File: src/rtl/pipe_ctrl_pkg.sv
// Shared types for the pipeline hazard controller:
// forwarding selects and the per-stage destination shadow.
package pipe_ctrl_pkg;

    localparam int RD_W     = 5;
    localparam int ZERO_REG = 31;

    typedef enum logic [1:0] {
        FWD_REG = 2'b00,
        FWD_EX  = 2'b01,
        FWD_MEM = 2'b10
    } fwd_sel_t;

    typedef struct packed {
        logic            v;
        logic [RD_W-1:0] rd;
        logic            wr;
        logic            mrd;
        logic            fs;
    } stage_info_t;

endpackage

File: src/rtl/hazard_stage_reg.sv
// Destination-shadow register for one pipeline stage;
// bubble loads an empty (v=0) record.
module hazard_stage_reg
    import pipe_ctrl_pkg::*;
(
    input  logic        clk,
    input  logic        reset_n,
    input  logic        bubble,
    input  stage_info_t d,
    output stage_info_t q
);

    always_ff @(posedge clk or negedge reset_n) begin
        if (!reset_n) begin
            q <= '0;
        end else if (bubble) begin
            q <= '0;
        end else begin
            q <= d;
        end
    end

endmodule

File: src/rtl/pipeline_hazard_ctrl.sv
// Load-use stall, operand/flag forwarding and branch squash
// control for the 5-stage pipeline, plus stall/flush counters.
module pipeline_hazard_ctrl
    import pipe_ctrl_pkg::*;
#(
    parameter int REG_W    = 5,
    parameter int ZERO_REG = pipe_ctrl_pkg::ZERO_REG,
    parameter int CNT_W    = 32
) (
    input  logic             clk,
    input  logic             reset_n,
    input  logic             id_valid,
    input  logic [REG_W-1:0] id_rn,
    input  logic [REG_W-1:0] id_rm,
    input  logic [REG_W-1:0] id_rd,
    input  logic             id_use_rn,
    input  logic             id_use_rm,
    input  logic             id_use_rd,
    input  logic             id_reg_write,
    input  logic             id_mem_read,
    input  logic             id_flag_set,
    input  logic             id_flag_use,
    input  logic             id_br_taken,
    output logic             stall,
    output logic             bubble,
    output logic             flush_if,
    output fwd_sel_t         fwd_a,
    output fwd_sel_t         fwd_b,
    output fwd_sel_t         fwd_d,
    output logic             flag_fwd,
    output logic [CNT_W-1:0] stall_cnt,
    output logic [CNT_W-1:0] flush_cnt
);

    stage_info_t id_info;
    stage_info_t ex_q;
    stage_info_t mem_q;
    logic        ex_bubble;
    logic        lu_a;
    logic        lu_b;
    logic        lu_d;

    function automatic logic hit(
        input logic [REG_W-1:0] s,
        input stage_info_t      st
    );
        return st.v && st.wr &&
               (st.rd == RD_W'(s)) &&
               (s != REG_W'(ZERO_REG));
    endfunction

    function automatic fwd_sel_t fwd_sel(
        input logic             vld,
        input logic             use_s,
        input logic [REG_W-1:0] s,
        input stage_info_t      ex,
        input stage_info_t      mem
    );
        fwd_sel_t sel;
        sel = FWD_REG;
        if (vld && use_s) begin
            if (hit(s, ex) && !ex.mrd) begin
                sel = FWD_EX;
            end else if (hit(s, mem)) begin
                sel = FWD_MEM;
            end
        end
        return sel;
    endfunction

    always_comb begin
        id_info     = '0;
        id_info.v   = id_valid;
        id_info.rd  = RD_W'(id_rd);
        id_info.wr  = id_reg_write;
        id_info.mrd = id_mem_read;
        id_info.fs  = id_flag_set;
    end

    assign ex_bubble = !id_valid || stall;

    hazard_stage_reg u_ex_reg (
        .clk     (clk),
        .reset_n (reset_n),
        .bubble  (ex_bubble),
        .d       (id_info),
        .q       (ex_q)
    );

    hazard_stage_reg u_mem_reg (
        .clk     (clk),
        .reset_n (reset_n),
        .bubble  (1'b0),
        .d       (ex_q),
        .q       (mem_q)
    );

    // A load still in EX has no data yet: stall one cycle, then MEM forwards
    assign lu_a = id_use_rn && hit(id_rn, ex_q) && ex_q.mrd;
    assign lu_b = id_use_rm && hit(id_rm, ex_q) && ex_q.mrd;
    assign lu_d = id_use_rd && hit(id_rd, ex_q) && ex_q.mrd;

    assign stall    = id_valid && (lu_a || lu_b || lu_d);
    assign bubble   = stall;
    assign flush_if = id_valid && id_br_taken && !stall;
    assign flag_fwd = id_valid && id_flag_use && ex_q.v && ex_q.fs;

    assign fwd_a = fwd_sel(id_valid, id_use_rn, id_rn, ex_q, mem_q);
    assign fwd_b = fwd_sel(id_valid, id_use_rm, id_rm, ex_q, mem_q);
    assign fwd_d = fwd_sel(id_valid, id_use_rd, id_rd, ex_q, mem_q);

    always_ff @(posedge clk or negedge reset_n) begin
        if (!reset_n) begin
            stall_cnt <= '0;
            flush_cnt <= '0;
        end else begin
            if (stall && !(&stall_cnt)) begin
                stall_cnt <= stall_cnt + CNT_W'(1);
            end
            if (flush_if && !(&flush_cnt)) begin
                flush_cnt <= flush_cnt + CNT_W'(1);
            end
        end
    end

endmodule

File: config.mk
export PLATFORM = sky130hd
export DESIGN_NAME = pipeline_hazard_ctrl
export DESIGN_NICKNAME = d
export VERILOG_FILES = /design/src/rtl/pipe_ctrl_pkg.sv /design/src/rtl/hazard_stage_reg.sv /design/src/rtl/pipeline_hazard_ctrl.sv
export SDC_FILE = /design/constraint.sdc
export NUM_CORES = 1
export LEC_CHECK = 0
export ABC_AREA = 0
export BUFFER_PORTS_ARGS = -buffer_cell sky130_fd_sc_hd__buf_2
export CAP_MARGIN = 20
export CORE_MARGIN = 1
export CORE_UTILIZATION = 45
export CTS_BUF_LIST = sky130_fd_sc_hd__clkbuf_8
export CTS_CLUSTER_DIAMETER = 200
export DETAILED_ROUTE_END_ITERATION = 8
export HOLD_SLACK_MARGIN = 0.05
export PLACE_DENSITY = 0.77
export RECOVER_POWER = 50
export SLEW_MARGIN = 20
export SYNTH_ARGS = -nofsm -noshare
export SYNTH_HDL_FRONTEND = slang
export SYNTH_HIERARCHICAL = 1
export SYNTH_SLANG_ARGS = --single-unit
File: constraint.sdc
create_clock -name clk -period 3 [get_ports clk]
set_input_delay 0.6 -clock clk [delete_from_list [all_inputs] [get_ports clk]]
set_output_delay 0.6 -clock clk [all_outputs]
set_load 0.005 [all_outputs]
==> results.sh <==
export IMPL_crit_arrival_ns=2.27
export IMPL_setup_tns_ns=0
export IMPL_first_pass_iters=6
export IMPL_root_buffer="clkbuf_8"
export IMPL_wl_per_cell_um=14.4
export IMPL_ff2ff_setup_slack_ns=0.45
export IMPL_cts_num_sinks=80
export IMPL_cts_tree="yes"
export IMPL_grt_antenna_before_repair=0
export IMPL_r2r_start="stall_cnt[0]"
export IMPL_endpoint="flush_if"
export IMPL_row_count=33
export IMPL_cts_clk_slew_worst_paths_ns=0.07
export IMPL_drv_cap=1
export IMPL_cpPeakStageDelay_ns=0.45
export IMPL_vias=3132
export IMPL_fin_cells=592
export IMPL_worstSetupStartpoint="u_ex_reg/q[6]"
export IMPL_rsz0062_at_grt="false"
export IMPL_grt_max_degree=81
export IMPL_worst_setup_path_start_kind="flop"
export IMPL_dp_cells=577
export IMPL_fillers=739
export IMPL_coreArea_um2=8380
export IMPL_cts_setup_buffers=0
export IMPL_holdCritPathClass="flop to flop"
export IMPL_ctsResizeCount=0
export IMPL_fin_crit_ns=2.87
export IMPL_port_buffers=99
export IMPL_syn_area_um2=3990
export IMPL_status="finished, violations left"
export IMPL_ant_nets=0
export IMPL_grt_first_pass_wirelength_mm=14.0
export IMPL_htree_levels=3
export IMPL_setup_viol=0
export IMPL_num_antenna_cells=0
export IMPL_syn_inst=369
export IMPL_yosys_warnings=6
export IMPL_critPathKind="flop to output port"
export IMPL_fin_worst_skew_ns=0.00534
export IMPL_drcViolationCount=0
export IMPL_overflow=0
export IMPL_hold_viol=0
export IMPL_syn2layout_area_growth_pct=21.2
export IMPL_die_h_um=96.1
export IMPL_p_per_area_nw_per_um2=472
export IMPL_violations="capacitance limit, slew limit"
export IMPL_clk_latency_ns=0.33
export IMPL_slowest_stage="dfrtp_1"
export IMPL_ioPinCount=100
export IMPL_die_area_um2=9240
export IMPL_die_width_um=96.1
export IMPL_numCtsBuffers=9
export IMPL_worstPathRequired_ns=2.40
export IMPL_reg2regPathDepth=8
export IMPL_nets=512
export IMPL_drt_total_wl_mm=8.55
export IMPL_cts_hold_buffers=0
export IMPL_slew_headroom_pct=-21.2
export IMPL_clock_path_buffers=2
export IMPL_avgViaCountPerCell=5.29
export IMPL_tightest_slew_ns=1.82
export IMPL_drive_above_1_share_pct=21.4
export IMPL_fin_util_pct=57.6
export IMPL_track_usage_pct=19.6
export IMPL_timing_final_crit_share_pct=95.5
export IMPL_grt_pass1_vias=2904
export IMPL_drt_iter0_markers=90
export IMPL_path_cells="xor2_1 > or3b_1 > nor4b_4 > o32a_2 > buf_4 > inv_1 > buf_2"
export IMPL_total_leakage_power_nw=2.25
export IMPL_worstSetupEndpointType="output port"
export IMPL_peakVddDrop_uv=392
export IMPL_start_util_pct=47.5
export IMPL_fmax_mhz=349
export IMPL_timing_rr_end="stall_cnt[1]"
export IMPL_post_dp_hpwl_mm=6.43
export IMPL_drv_slew=33
export IMPL_gp_congestion=0.832
export IMPL_synth_avg_cell_area_um2=10.8
export IMPL_critPathMaxFanout=7
-- through the flow --
stage | total power (W) | setup slack [ns] | cell area (um2) | hold WS [ns]
floorplan | 0.00134 | 0.518 | 4010 | 0.304
global placement | 0.00145 | 0.147 | 4620 | 0.470
detailed placement | 0.00147 | 0.0498 | 4620 | 0.479
CTS | 0.00231 | 0.132 | 4830 | 0.473
global route | 0.00240 | 0.0338 | 4830 | 0.486
finish | 0.00228 | 0.134 | 4830 | 0.488
-- state kept, by name, summed over array words and instances (netlist names) --
name,count
stall_cnt,32
u_mem_reg/q,7
u_ex_reg/q,9
flush_cnt,32
-- worst max-delay path: cells and delay by family (launching register included) --
family          cells  cell delay (ns)
compound gates      1             0.23
xor+xnor            1             0.20
simple gates        2             0.71
buf+inv             3             0.33
flops               1             0.45
-- layout by cell type (no fill, tap or decap), drive strengths merged, types with 2 or more instances in the layout --
cell     n
a21oi    2
nor3     6
conb     7
bufinv   2
nor2b   19
xnor2   77
clkinv   2
mux2     2
nand4   27
o21ai    3
dfrtp   80
ha       2
and3    15
clkbuf  32
o31ai    2
xor2    15
nor4     7
nor2    14
nand2   31
nand2b   2
and2     2
inv      6
nand3   33
buf     81
and4     7
-- worst min path at each step --
stage	from	end	slack, ns	depth (start not counted)
finish	stall_cnt[20]	stall_cnt[20]	0.49	1
global route	id_mem_read	u_ex_reg/q[1]	0.49	2
CTS	reset_n	stall_cnt[7]	0.47	1
detailed placement	stall_cnt[11]	stall_cnt[11]	0.48	1
global placement	stall_cnt[27]	stall_cnt[27]	0.47	1
floorplan	reset_n	flush_cnt[0]	0.30	0
-- power breakdown --
group	switching, W	internal, W
Combinational	0.000123	0.000121
Sequential	0.0000713	0.00113
Clock	0.000354	0.000480
-- cell type report --
cell class,count,area [um2],share of cell area [%]
Tap cell,105,131,2.72
Inverter,6,22.5,0.466
Clock inverter,4,70.1,1.45
Multi-Input combinational cell,284,1950,40.4
Timing Repair Buffer,103,518,10.7
Sequential cell,80,2000,41.4
Clock buffer,10,138,2.85
-- metal layers --
metal  track usage, %  wire, um
met5                0         0
met1             26.5      3860
met3             4.58       600
met2             30.7      3990
met4             6.97       100
(Power assumes the default switching activity.)
